$ cat src/rtl/pipelined_control_unit.sv
// RV32I 5-stage pipeline control: decodes the ID opcode through control_unit and carries the bundle
// through ID/EX, EX/MEM and MEM/WB, with hazard stall, redirect flush, forwarding selects and event counters.

module control_unit (
  input  logic [6:0] opcode,
  output logic       write,
  output logic       store,
  output logic       load,
  output logic       branch,
  output logic [1:0] alu_operand_a_selector,  // 00 rs1, 01 pc, 10 zero
  output logic       alu_operand_b_selector,  // 0 rs2, 1 immediate
  output logic [1:0] immediate_selector,      // 00 I, 01 S, 10 B/J, 11 U
  output logic [1:0] next_pc_selector,        // 00 pc+4, 01 branch, 10 jal, 11 jalr
  output logic [2:0] alu_operations_selector  // 000 R funct, 001 I funct, 010 add, 011 compare, 100 link
);
  always_comb begin
    // NOTE: every output gets a default first so no path through the case infers a latch.
    write                   = 1'b0;
    store                   = 1'b0;
    load                    = 1'b0;
    branch                  = 1'b0;
    alu_operand_a_selector  = 2'b00;
    alu_operand_b_selector  = 1'b0;
    immediate_selector      = 2'b00;
    next_pc_selector        = 2'b00;
    alu_operations_selector = 3'b000;
    case (opcode)
      7'h33: write = 1'b1;
      7'h13: begin write = 1'b1; alu_operand_b_selector = 1'b1; alu_operations_selector = 3'b001; end
      7'h03: begin write = 1'b1; load = 1'b1; alu_operand_b_selector = 1'b1; alu_operations_selector = 3'b010; end
      7'h23: begin
        store = 1'b1; alu_operand_b_selector = 1'b1;
        immediate_selector = 2'b01; alu_operations_selector = 3'b010;
      end
      7'h63: begin
        branch = 1'b1; immediate_selector = 2'b10;
        next_pc_selector = 2'b01; alu_operations_selector = 3'b011;
      end
      7'h6F: begin
        write = 1'b1; alu_operand_a_selector = 2'b01; alu_operand_b_selector = 1'b1;
        immediate_selector = 2'b10; next_pc_selector = 2'b10; alu_operations_selector = 3'b100;
      end
      7'h67: begin
        write = 1'b1; alu_operand_a_selector = 2'b01; alu_operand_b_selector = 1'b1;
        next_pc_selector = 2'b11; alu_operations_selector = 3'b100;
      end
      7'h17: begin
        write = 1'b1; alu_operand_a_selector = 2'b01; alu_operand_b_selector = 1'b1;
        immediate_selector = 2'b11; alu_operations_selector = 3'b010;
      end
      7'h37: begin
        write = 1'b1; alu_operand_a_selector = 2'b10; alu_operand_b_selector = 1'b1;
        immediate_selector = 2'b11; alu_operations_selector = 3'b010;
      end
      default: ;
    endcase
  end
endmodule

module pipelined_control_unit #(
  parameter bit ENABLE_FORWARDING = 1'b1,
  parameter int REG_ADDR_WIDTH    = 5,
  parameter int CNT_WIDTH         = 32
) (
  input  logic                      clk,
  input  logic                      rst_n,
  input  logic                      id_valid,
  input  logic [6:0]                id_opcode,
  input  logic [REG_ADDR_WIDTH-1:0] id_rd,
  input  logic [REG_ADDR_WIDTH-1:0] id_rs1,
  input  logic [REG_ADDR_WIDTH-1:0] id_rs2,
  input  logic                      ex_redirect,
  output logic                      id_ex_valid,
  output logic                      id_ex_write,
  output logic                      id_ex_store,
  output logic                      id_ex_load,
  output logic                      id_ex_branch,
  output logic [1:0]                id_ex_alu_operand_a_selector,
  output logic                      id_ex_alu_operand_b_selector,
  output logic [1:0]                id_ex_immediate_selector,
  output logic [1:0]                id_ex_next_pc_selector,
  output logic [2:0]                id_ex_alu_operations_selector,
  output logic                      ex_mem_write,
  output logic                      ex_mem_load,
  output logic                      ex_mem_store,
  output logic                      mem_wb_write,
  output logic                      mem_wb_load,
  output logic [REG_ADDR_WIDTH-1:0] id_ex_rd,
  output logic [REG_ADDR_WIDTH-1:0] ex_mem_rd,
  output logic [REG_ADDR_WIDTH-1:0] mem_wb_rd,
  output logic [1:0]                forward_a,
  output logic [1:0]                forward_b,
  output logic                      stall,
  output logic                      flush_if_id,
  output logic                      illegal_opcode,
  output logic [CNT_WIDTH-1:0]      stall_count,
  output logic [CNT_WIDTH-1:0]      flush_count
);
  logic                      dec_write, dec_store, dec_load, dec_branch, dec_b_sel;
  logic [1:0]                dec_a_sel, dec_imm_sel, dec_npc_sel;
  logic [2:0]                dec_alu_sel;
  logic                      legal, uses_rs1, uses_rs2, accept, hazard;
  logic                      ex_writes, mem_writes, wb_writes, rs1_ex_hit, rs2_ex_hit;
  logic                      ex_mem_valid, mem_wb_valid;
  logic [REG_ADDR_WIDTH-1:0] id_ex_rs1, id_ex_rs2;

  control_unit u_decode (
    .opcode                  (id_opcode),
    .write                   (dec_write),
    .store                   (dec_store),
    .load                    (dec_load),
    .branch                  (dec_branch),
    .alu_operand_a_selector  (dec_a_sel),
    .alu_operand_b_selector  (dec_b_sel),
    .immediate_selector      (dec_imm_sel),
    .next_pc_selector        (dec_npc_sel),
    .alu_operations_selector (dec_alu_sel)
  );

  always_comb begin
    legal    = 1'b1;
    uses_rs1 = 1'b0;
    uses_rs2 = 1'b0;
    case (id_opcode)
      7'h33, 7'h23, 7'h63: begin uses_rs1 = 1'b1; uses_rs2 = 1'b1; end
      7'h03, 7'h13, 7'h67: uses_rs1 = 1'b1;
      7'h17, 7'h37, 7'h6F: ;
      default:             legal = 1'b0;
    endcase
    uses_rs1 = uses_rs1 && id_valid;
    uses_rs2 = uses_rs2 && id_valid;
  end

  assign illegal_opcode = id_valid && !legal;

  // A stage only matters for hazards when it really writes a nonzero destination.
  assign ex_writes  = id_ex_valid  && id_ex_write  && (id_ex_rd  != '0);
  assign mem_writes = ex_mem_valid && ex_mem_write && (ex_mem_rd != '0);
  assign wb_writes  = mem_wb_valid && mem_wb_write && (mem_wb_rd != '0);
  assign rs1_ex_hit = uses_rs1 && ex_writes && (id_rs1 == id_ex_rd);
  assign rs2_ex_hit = uses_rs2 && ex_writes && (id_rs2 == id_ex_rd);

  generate
    if (ENABLE_FORWARDING) begin : g_fwd
      assign hazard    = id_ex_load && (rs1_ex_hit || rs2_ex_hit);
      assign forward_a = (mem_writes && ex_mem_rd == id_ex_rs1) ? 2'b01 :
                         (wb_writes  && mem_wb_rd == id_ex_rs1) ? 2'b10 : 2'b00;
      assign forward_b = (mem_writes && ex_mem_rd == id_ex_rs2) ? 2'b01 :
                         (wb_writes  && mem_wb_rd == id_ex_rs2) ? 2'b10 : 2'b00;
    end else begin : g_no_fwd
      assign hazard    = rs1_ex_hit || rs2_ex_hit ||
                         (uses_rs1 && mem_writes && id_rs1 == ex_mem_rd) ||
                         (uses_rs2 && mem_writes && id_rs2 == ex_mem_rd);
      assign forward_a = 2'b00;
      assign forward_b = 2'b00;
    end
  endgenerate

  assign flush_if_id = ex_redirect;
  assign stall       = hazard && !ex_redirect;
  assign accept      = id_valid && legal && !ex_redirect && !hazard;

  always_ff @(posedge clk) begin
    // NOTE: reset is synchronous, so it is just the highest-priority branch inside the clocked block.
    if (!rst_n || !accept) begin
      id_ex_valid                   <= 1'b0;
      id_ex_write                   <= 1'b0;
      id_ex_store                   <= 1'b0;
      id_ex_load                    <= 1'b0;
      id_ex_branch                  <= 1'b0;
      id_ex_alu_operand_a_selector  <= 2'b00;
      id_ex_alu_operand_b_selector  <= 1'b0;
      id_ex_immediate_selector      <= 2'b00;
      id_ex_next_pc_selector        <= 2'b00;
      id_ex_alu_operations_selector <= 3'b000;
      id_ex_rd                      <= '0;
      id_ex_rs1                     <= '0;
      id_ex_rs2                     <= '0;
    end else begin
      id_ex_valid                   <= 1'b1;
      id_ex_write                   <= dec_write;
      id_ex_store                   <= dec_store;
      id_ex_load                    <= dec_load;
      id_ex_branch                  <= dec_branch;
      id_ex_alu_operand_a_selector  <= dec_a_sel;
      id_ex_alu_operand_b_selector  <= dec_b_sel;
      id_ex_immediate_selector      <= dec_imm_sel;
      id_ex_next_pc_selector        <= dec_npc_sel;
      id_ex_alu_operations_selector <= dec_alu_sel;
      id_ex_rd                      <= id_rd;
      // Unused source fields are zeroed so they can never produce a spurious forward.
      id_ex_rs1                     <= uses_rs1 ? id_rs1 : '0;
      id_ex_rs2                     <= uses_rs2 ? id_rs2 : '0;
    end
  end

  always_ff @(posedge clk) begin
    if (!rst_n) begin
      ex_mem_valid <= 1'b0;
      ex_mem_write <= 1'b0;
      ex_mem_load  <= 1'b0;
      ex_mem_store <= 1'b0;
      ex_mem_rd    <= '0;
      mem_wb_valid <= 1'b0;
      mem_wb_write <= 1'b0;
      mem_wb_load  <= 1'b0;
      mem_wb_rd    <= '0;
    end else begin
      ex_mem_valid <= id_ex_valid;
      ex_mem_write <= id_ex_write;
      ex_mem_load  <= id_ex_load;
      ex_mem_store <= id_ex_store;
      ex_mem_rd    <= id_ex_rd;
      mem_wb_valid <= ex_mem_valid;
      mem_wb_write <= ex_mem_write;
      mem_wb_load  <= ex_mem_load;
      mem_wb_rd    <= ex_mem_rd;
    end
  end

  always_ff @(posedge clk) begin
    if (!rst_n) begin
      stall_count <= '0;
      flush_count <= '0;
    end else begin
      if (stall && stall_count != '1)       stall_count <= stall_count + 1'b1;
      if (flush_if_id && flush_count != '1) flush_count <= flush_count + 1'b1;
    end
  end
endmodule

$ cat config.mk
export PLATFORM = sky130hd
export DESIGN_NAME = pipelined_control_unit
export DESIGN_NICKNAME = d
export VERILOG_FILES = /design/src/rtl/pipelined_control_unit.sv
export SDC_FILE = /design/constraint.sdc
export NUM_CORES = 1
export LEC_CHECK = 0
export CORE_ASPECT_RATIO = 0.75
export CORE_MARGIN = 2
export CORE_UTILIZATION = 50
export CTS_BUF_LIST = sky130_fd_sc_hd__clkbuf_8
export CTS_CLUSTER_DIAMETER = 80
export DETAILED_ROUTE_END_ITERATION = 8
export GPL_TIMING_DRIVEN = 0
export HOLD_SLACK_MARGIN = 0.15
export PLACE_DENSITY = 0.92
export SKIP_CTS_REPAIR_TIMING = 1
export SKIP_LAST_GASP = 1
export SLEW_MARGIN = 20
export SYNTH_ARGS = -nofsm -noshare
export SYNTH_HDL_FRONTEND = slang
export SYNTH_SLANG_ARGS = --single-unit
$ cat constraint.sdc
create_clock -name clk -period 3.5 [get_ports clk]
set_clock_uncertainty 0.05 [all_clocks]
set_input_delay 0.35 -clock clk [delete_from_list [all_inputs] [get_ports clk]]
set_output_delay 0.35 -clock clk [all_outputs]
set_load 0.02 [all_outputs]
==> results_dict.tcl, run 1 <==
set metrics [dict create \
    dpl.hpwl_um 10510 \
    post-route-period-util_pct 90.46 \
    wl_met2_um 6397 \
    startpoint_type "flop" \
    tritoncts "yes" \
    drive_above_1_share_pct 3.776 \
    finalHoldViolations 0 \
    clkLatencyLatePin_ps 380 \
    r2r_end "stall_count[14]$_SDFFE_PN0P_" \
    final_common_cell "clkdlybuf4s50_1" \
    detail_route.first_pass.iterations 5 \
    cp-startpoint "ex_mem_rd[1]$_SDFF_PN0_" \
    cts_sinks 111 \
    fp.dieW_um 120.9 \
    r2r_slack_ps 400 \
    cts-root-buf "clkbuf_8" \
    dr_wl_met3_um 1326 \
    max_freq_mhz 315.9 \
    path_class "flop to primary output" \
    power_density_mw_per_mm2 306.5 \
    area_growth_pct 31.49 \
    cts_made_buffers 9 \
    post-route-util_pct 68.62 \
    rr_worst_depth 9 \
    drcViolationCount 0 \
    syn_inst 572 \
    antenna_found_initial 0 \
    ys_ff_latch 111 \
    synth_edf_count 0 \
    grt_pass1_vias 4564 \
    worst_slew_pin_slew_ps 667.4 \
    die_area_mm2 0.01108 \
    avgSynthCellArea_um2 8.953 \
    synth_nets 600 \
    placedCellCount 832 \
    hp-class "input port to flop" \
    drt_iter0_drc 567 \
    pin_count 132 \
    track_usage_pct 25.70 \
    p_leak_nw 2.331 \
    stdcell_count 847 \
    wirelength_um 13970 \
    period_minus_slack_ps 3166 \
    rows 31 \
    wl_met1_um 6002 \
    portBuffers 128 \
    vias_per_cell 5.858 \
    cp.arrival_ps 2770 \
    final_cell_mix "clkdlybuf4s50_1 (127), dfxtp_1 (111), nand2_1 (41)" \
    wl_per_cell_um 16.50 \
    topRoutingLayerUsed "met4" \
    timing.rr.start "stall_count[0]$_SDFFE_PN0P_" \
    ys.flop_type "dfxtp_1" \
    fp.coreArea_mm2 0.009813 \
    clockBufferDepth 2 \
    vias 4962 \
    finalSetupTns_ps 0 \
    syn_area_mm2 0.005121 \
    fp.dieH_um 91.65 \
    whs_ps 239.6 \
    start_util_pct 52.19 \
    setup_viol 0 \
    clkSlewWorstSetupHoldPaths_ps 90 \
    fin_nets 739 \
    vdd_drop_max_v 0.0002177 \
    grt_pass1_wl_um 22850 \
    status "complete, no violations" \
    n_antenna_cell 0 \
    fillers 795 \
    place_congestion 0.9054 \
    max-cap-violations 0 \
    relSlewSlack_pct 55.17 \
    worstPathRequired_ps 3100 \
    rsz0062_at_grt "false" \
    grt_max_degree 17 \
    yosysWarnings 0 \
    slew_viol_final 0 \
    cp-end-kind "primary output" \
    htree_num_levels 3 \
    drtAntennaViolNets 0 \
    yosysSeqAreaShare_pct 43.39 \
    critical_path.max_fanout 5 \
    async_reset_ff_share_pct 0 \
    endpoint "forward_a[1]" \
    synth_cell_type_count 51 \
    gr-total-overflow 0 \
]
## per-layer routing
metal | vias up | GRT usage, %
met3 | 27 | 6.841
met5 | - | 0
li1 | 2361 | -
met1 | 2322 | 34.37
met2 | 252 | 40.59
met4 | 0 | 7.849
## cells by family after synthesis
family	synth area share, %
XOR/XNOR	9.748
flip-flops	43.39
adder cells (fa/ha/maj)	0.4886
AO/OA/AOI/OAI	10.51
buffers and inverters	3.372
multiplexers	1.368
AND/OR/NAND/NOR	31.13
## stage by stage
stage | setup slack, ps | cell area [um2] | total power (W)
2_1_floorplan | 1034 | 5121 | 0.001353
3_3_place_gp | 106.1 | 6568 | 0.001406
3_5_place_dp | 65.24 | 6568 | 0.001409
4_1_cts | 67.29 | 6731 | 0.002084
5_1_grt | 178.6 | 6734 | 0.002150
6_report | 334.0 | 6734 | 0.002064
## state kept, by name (all words and copies together) (netlist names)
name / count
id_ex_alu_operations_selector: 3
ex_mem_valid: 1
ex_mem_store: 1
ex_mem_load: 1
id_ex_alu_operand_a_selector: 2
id_ex_rs1: 5
id_ex_alu_operand_b_selector: 1
ex_mem_rd: 5
id_ex_branch: 1
mem_wb_write: 1
id_ex_write: 1
mem_wb_rd: 5
id_ex_immediate_selector: 2
id_ex_valid: 1
mem_wb_load: 1
ex_mem_write: 1
id_ex_store: 1
id_ex_rd: 5
id_ex_next_pc_selector: 2
stall_count: 32
flush_count: 32
mem_wb_valid: 1
id_ex_load: 1
id_ex_rs2: 5
## Yosys cell counts (all sizes together), types with 2 or more instances
master	number	area, um2
dfxtp	111	2222
nand2	41	153.9
nor2	38	142.6
xor2	37	324.1
a21oi	31	155.2
and2	29	181.4
or4	28	214.0
nand3	26	130.1
nand4	24	150.1
clkbuf	22	82.58
o31ai	22	165.2
xnor2	20	175.2
and3	13	81.33
nor3	13	65.06
and4	12	105.1
o21ai	11	58.81
nor4	10	77.57
buf	9	60.05
nor4b	8	76.32
inv	7	26.28
mux2i	7	70.07
nand2b	7	43.79
or3	7	43.79
nor2b	6	37.54
nand3b	4	42.54
a31oi	3	18.77
nor3b	3	22.52
o211ai	3	22.52
a211oi	2	15.01
a21boi	2	15.01
a41oi	2	17.52
ha	2	25.02
o21a	2	15.01
## worst max-delay path, stage by stage (launching register included)
cell and delay (ps):
dfxtp_1 390, or4_1 540, o211ai_1 230, nor4_1 120
nor4_1 430, clkdlybuf4s50_1 680
## how the worst min path moves through the flow
stage                            startpoint                       to  slack, ps  cells past startpoint
floorplan           ex_mem_valid$_SDFF_PN0_  mem_wb_valid$_SDFF_PN0_        380                      1
global placement     id_ex_store$_SDFF_PP0_  ex_mem_store$_SDFF_PN0_        400                      1
detailed placement   id_ex_store$_SDFF_PP0_  ex_mem_store$_SDFF_PN0_        410                      1
CTS                            id_opcode[4]    id_ex_load$_SDFF_PP0_        210                      2
global route                   id_opcode[4]    id_ex_load$_SDFF_PP0_        230                      2
finish                         id_opcode[4]    id_ex_load$_SDFF_PP0_        240                      2
## cell type report
type / count / area (um2) / share of cell area [%]
clock inverters: 5 / 26.28 / 0.3902
flip-flops and latches: 111 / 2222 / 33.00
clock buffers: 10 / 137.6 / 2.044
inverters: 8 / 30.03 / 0.4459
repair buffers: 128 / 1284 / 19.06
multi-input cells: 422 / 2726 / 40.49
well taps: 132 / 165.2 / 2.453
plain buffers: 31 / 142.6 / 2.118
## report_power, final
| group | internal (W) | switching (W) |
|---|---|---|
| Sequential | 0.00126 | 0.00000455 |
| Clock | 0.000269 | 0.000414 |
| Combinational | 0.0000510 | 0.0000602 |
No activity file was read; power rests on OpenSTA's default activity.
==> run 2, diff against run 1 <==
--- a/config.mk
+++ b/config.mk
@@ -5,6 +5,7 @@
 export SDC_FILE = /design/constraint.sdc
 export NUM_CORES = 1
 export LEC_CHECK = 0
+export ABC_CLOCK_PERIOD_IN_PS = 3500
 export CORE_ASPECT_RATIO = 0.75
 export CORE_MARGIN = 2
 export CORE_UTILIZATION = 50
@@ -14,6 +15,7 @@
 export GPL_TIMING_DRIVEN = 0
 export HOLD_SLACK_MARGIN = 0.15
 export PLACE_DENSITY = 0.92
+export REMOVE_ABC_BUFFERS = 1
 export SKIP_CTS_REPAIR_TIMING = 1
 export SKIP_LAST_GASP = 1
 export SLEW_MARGIN = 20
==> run 2 against run 1 <==
Power up 9.0%. Count of clock-buffer cells in the layout is the same. Fmax fell by 0.43%. Die area unchanged. Final area grew 0.65%. Combinational power about the same. Critical path type is now input port to flop. Largest power group unchanged.
==> results_dict.tcl, run 2 (synthesis results as in run 1) <==
set metrics [dict create \
    status "complete, no violations" \
    setup_viol 0 \
    slew_viol_final 0 \
    slowest_stage "or4_4" \
    cpLargestDelayFamily "simple AND/OR/NAND/NOR gates" \
    crit_cells 10 \
    drt_iter0_drc 412 \
    p_total_w 0.002250 \
    pin_count 132 \
    cp_num_buf_inv 4 \
    fp.coreArea_mm2 0.009813 \
    fp.dieW_um 120.9 \
    max_stage_delay_ps 570 \
    area_growth_pct 32.35 \
    wl_per_cell_um 16.80 \
    cts-root-buf "clkbuf_8" \
    die_area_mm2 0.01108 \
    stdcell_count 825 \
    placedCellCount 806 \
    pwr-share-clk_pct 38.7 \
    rows 31 \
    startpoint_type "input port" \
    cts_sinks 111 \
    drcViolationCount 0 \
    clkSlewWorstSetupHoldPaths_ps 110 \
    vias 4850 \
    timing.final.ws_setup_ps 320.3 \
    pre_cts_ws_ps 37.62 \
    place_area_mm2 0.006509 \
    finalInstanceArea_mm2 0.006778 \
    switching_share_pct 22.64 \
    drtAntennaViolNets 0 \
    min_from "stall_count[30]$_SDFFE_PN0P_" \
    cts_made_buffers 9 \
    final_cell_mix "clkdlybuf4s50_1 (129), dfxtp_1 (111), nand2_1 (41)" \
    gr-total-overflow 0 \
    rr_worst_depth 9 \
    final_common_cell "clkdlybuf4s50_1" \
    r2r_slack_ps 530 \
    p_leak_nw 2.335 \
    tritoncts "yes" \
    clockBufferDepth 2 \
    wirelength_um 13860 \
    detail_route.first_pass.iterations 5 \
    cp-startpoint "id_opcode[3]" \
    rsz0062_at_grt "false" \
    grt_pass1_wl_um 22420 \
    p_switching_w 0.0005093 \
    timing.rr.start "id_ex_rd[4]$_SDFF_PP0_" \
    clkLatencyLatePin_ps 380 \
    fillers 750 \
    portBuffers 131 \
    max-cap-violations 0 \
    relSlewSlack_pct 40.40 \
    seqPwrFrac_pct 56.4 \
    min_path_cells 2 \
    place_congestion 0.8648 \
    dpl.hpwl_um 9669 \
    hp-class "flop to flop" \
    post-route-period-util_pct 90.85 \
    grt_pass1_vias 4561 \
    grt_max_degree 53 \
    period_minus_slack_ps 3180 \
    htree_num_levels 3 \
    cp-end-kind "flop" \
    p_int_w 0.001741 \
    whs_ps 448.3 \
    path_class "input port to flop" \
    worstPathRequired_ps 3730 \
    drive_above_1_share_pct 4.906 \
    crit_chain "clkdlybuf4s50_1 > nand3b_4 > or4_4 > nor4_4 > buf_4 > nor2_1 > o2111ai_2 > buf_6 > inv_1 > and4_1" \
    n_antenna_cell 0 \
    vias_per_cell 5.879 \
    start_util_pct 52.19 \
    fin_nets 716 \
    antenna_found_initial 0 \
    max_freq_mhz 314.5 \
    track_usage_pct 24.93 \
    top_regs "flush_count (32), stall_count (32)" \
    fp.dieH_um 91.65 \
    finalHoldViolations 0 \
    critical_path.max_fanout 15 \
    power_density_mw_per_mm2 332.0 \
    worst_slew_pin_slew_ps 893.1 \
    vdd_drop_max_v 0.0002847 \
    cp.arrival_ps 3410 \
    combPwrFrac_pct 4.9 \
]
-- run 2: cell count changes in the layout (fill, tap and decap cells not counted), sizes merged --
cell           before  now
clkdlybuf4s50     127  129
o21ai              11   12
bufinv              0    2
clkinvlp            1    2
clkinv              4    2
clkbuf             32   10
buf                 9    5
-- run 2: stage by stage --
stage	utilization (%)	TNS, ps
CTS	68.67	0
detailed placement	66.33	0
finish	69.07	0
global route	69.07	0
floorplan	-	0
global placement	65.78	-22840
-- run 2: layout make-up --
type	instances	area (um2)	share of cell area [%]
Clock inverter	6	92.59	1.366
Multi-Input combinational cell	423	2766	40.82
Clock buffer	10	137.6	2.031
Tap cell	132	165.2	2.437
Timing Repair Buffer	135	1363	20.10
Sequential cell	111	2222	32.79
Inverter	8	31.28	0.4615
-- run 2: power groups by stage --
stage | registers (W) | clock network [W] | logic, W
2_1_floorplan | 0.00130 | 0 | 0.0000396
3_3_place_gp | 0.00130 | 0 | 0.000103
3_5_place_dp | 0.00130 | 0 | 0.000107
4_1_cts | 0.00127 | 0.000881 | 0.000107
5_1_grt | 0.00127 | 0.000935 | 0.000118
6_report | 0.00127 | 0.000871 | 0.000109
-- run 2: final timing paths --
kind / endpoint
worst min-delay path: stall_count[30]$_SDFFE_PN0P_
worst min register to register: stall_count[30]$_SDFFE_PN0P_
worst max-delay path: id_ex_rs2[2]$_SDFF_PP0_
worst max register to register: id_ex_rs2[2]$_SDFF_PP0_
-- run 2: worst min-delay path, delay by kind of cell, from the launching register on --
kind             cells  cell delay [ps]
DFF                  1              350
and+or+nand+nor      1               60
muxes                1               60
-- run 2: layer usage --
metal / share of wire, % / vias to the layer above / track usage (%) / wire length (um)
met5: 0 / - / 0 / 0
met4: 1.7 / 0 / 7.171 / 242
met3: 7.8 / 24 / 7.463 / 1075
met2: 47 / 213 / 39.70 / 6521
met1: 43 / 2299 / 32.75 / 6020
li1: - / 2314 / - / -
==> run 3, diff against run 2 <==
--- a/config.mk
+++ b/config.mk
@@ -14,7 +14,7 @@
 export DETAILED_ROUTE_END_ITERATION = 8
 export GPL_TIMING_DRIVEN = 0
 export HOLD_SLACK_MARGIN = 0.15
-export PLACE_DENSITY = 0.92
+export PLACE_DENSITY = 0.82
 export REMOVE_ABC_BUFFERS = 1
 export SKIP_CTS_REPAIR_TIMING = 1
 export SKIP_LAST_GASP = 1
==> run 3 against run 2 <==
Utilization decreased by 0.42 points. Global-route usage decreased by 1.2 points. Worst setup slack got worse by 27 ps. Sequential cell count unchanged.
==> results_dict.tcl, run 3 (synthesis results as in run 1) <==
set metrics [dict create \
    drtAntennaViolNets 0 \
    period_minus_slack_ps 3207 \
    dpl.hpwl_um 9657 \
    fp.coreArea_mm2 0.009813 \
    crit_chain "clkdlybuf4s50_1 > nand3b_4 > or4_4 > nor4_4 > buf_4 > nor2_1 > o2111ai_2 > buf_6 > inv_1 > and4_1" \
    max_stage_delay_ps 560 \
    drcViolationCount 0 \
    cts_made_buffers 9 \
    vdd_drop_max_v 0.0002901 \
    detail_route.first_pass.iterations 5 \
    startpoint_type "input port" \
    slowest_stage "or4_4" \
    final_common_cell "clkdlybuf4s50_1" \
    place_congestion 0.8950 \
    min_from "ex_mem_valid$_SDFF_PN0_" \
    grt_max_degree 53 \
    setup_viol 0 \
    max_freq_mhz 311.8 \
    max-cap-violations 0 \
    finalHoldViolations 0 \
    drt_iter0_drc 414 \
    slew_viol_final 0 \
    relSlewSlack_pct 27.86 \
    fillers 800 \
    cpLargestDelayFamily "simple AND/OR/NAND/NOR gates" \
    power_density_mw_per_mm2 319.3 \
    die_area_mm2 0.01108 \
    cts-root-buf "clkbuf_8" \
    grt_pass1_wl_um 21400 \
    place_area_mm2 0.006509 \
    wl_per_cell_um 16.54 \
    rsz0062_at_grt "false" \
    seq_area_mm2 0.002222 \
    seqPwrFrac_pct 59.0 \
    drive_above_1_share_pct 4.762 \
    rows 31 \
    r2r_end "stall_count[19]$_SDFFE_PN0P_" \
    worstPathRequired_ps 3710 \
    top_regs "flush_count (32), stall_count (32)" \
    combPwrFrac_pct 5.0 \
    tritoncts "yes" \
    portBuffers 131 \
    path_class "input port to flop" \
    pwr-share-clk_pct 35.9 \
    pre_cts_ws_ps 26.08 \
    min_path_cells 1 \
    r2r_slack_ps 490 \
    pin_count 132 \
    antenna_found_initial 0 \
    rr_worst_depth 7 \
    gr-total-overflow 0 \
    p_leak_nw 2.321 \
    clkLatencyLatePin_ps 380 \
    finalInstanceArea_mm2 0.006736 \
    timing.rr.start "stall_count[0]$_SDFFE_PN0P_" \
    area_growth_pct 31.54 \
    final_cell_mix "clkdlybuf4s50_1 (129), dfxtp_1 (111), nand2_1 (41)" \
    status "complete, no violations" \
    timing.final.ws_setup_ps 293.1 \
    vias 4742 \
    start_util_pct 52.19 \
    cp.arrival_ps 3420 \
    vias_per_cell 5.748 \
    p_switching_w 0.0005045 \
    wirelength_um 13650 \
    n_antenna_cell 0 \
    fp.dieW_um 120.9 \
    fin_nets 716 \
    grt_pass1_vias 4280 \
    cts_sinks 111 \
    cp_num_buf_inv 4 \
    hp-class "flop to flop" \
    clkSlewWorstSetupHoldPaths_ps 100 \
    hold-path-endpoint "mem_wb_valid$_SDFF_PN0_" \
    clockBufferDepth 2 \
    p_int_w 0.001647 \
    track_usage_pct 23.70 \
    cp-end-kind "flop" \
    critical_path.max_fanout 15 \
    switching_share_pct 23.45 \
    fp.dieH_um 91.65 \
    htree_num_levels 3 \
    worst_slew_pin_slew_ps 1068 \
    multi_input_area_mm2 0.002759 \
    post-route-period-util_pct 91.63 \
]
==> run 3: power groups by stage <==
stage	sequential, W	clock, W	combinational (W)
after global routing	0.00127	0.000833	0.000117
after global placement	0.00130	0	0.000104
after floorplan	0.00130	0	0.0000396
final	0.00127	0.000773	0.000108
after CTS	0.00127	0.000786	0.000107
after detailed placement	0.00130	0	0.000106
==> run 3: layout make-up <==
type	count	area share [%]
multi-input cells	423	40.95
clock buffers	9	1.839
inverters	8	0.4643
repair buffers	135	20.23
flip-flops and latches	111	32.99
clock inverters	7	1.077
well taps	132	2.452
==> run 3: worst reg2reg max path: stages, from the launching register on <==
cell     delay [ps]
dfxtp_1         450
ha_1            280
nand2_1         110
nor4b_2         590
nand3_1         290
nor2_2          730
and4b_1         290
mux2i_1         110
==> run 3: worst max path at each step <==
stage	start	to	slack (ps)	depth (start not counted)
after floorplan	id_ex_rd[4]$_SDFF_PP0_	id_ex_rs2[1]$_SDFF_PP0_	510	7
after global placement	id_opcode[4]	stall	-830	7
after detailed placement	id_opcode[5]	stall	30	7
after CTS	id_opcode[5]	stall	20	7
after global routing	id_opcode[3]	id_ex_rs2[2]$_SDFF_PP0_	140	10
final	id_opcode[3]	id_ex_rs2[2]$_SDFF_PP0_	290	10
==> run 3: metal layers <==
metal	share of wire [%]	routed length, um	track usage (%)	vias up
met5	0	0	0	-
met4	1.3	176	6.395	0
met3	4.9	669	4.664	18
met2	47	6449	37.92	145
met1	47	6350	32.70	2254
li1	-	-	-	2325
==> run 3: per-stage QoR <==
stage	total power, W	setup TNS (ps)	std cells	utilization, %	hold slack, ps
floorplan	0.001341	0	541	-	376.7
global placement	0.001403	-30770	804	65.78	391.7
detailed placement	0.001405	0	806	66.33	401.5
CTS	0.002163	0	822	68.33	435.8
global route	0.002221	0	825	68.65	452.3
finish	0.002151	0	825	68.65	429.8
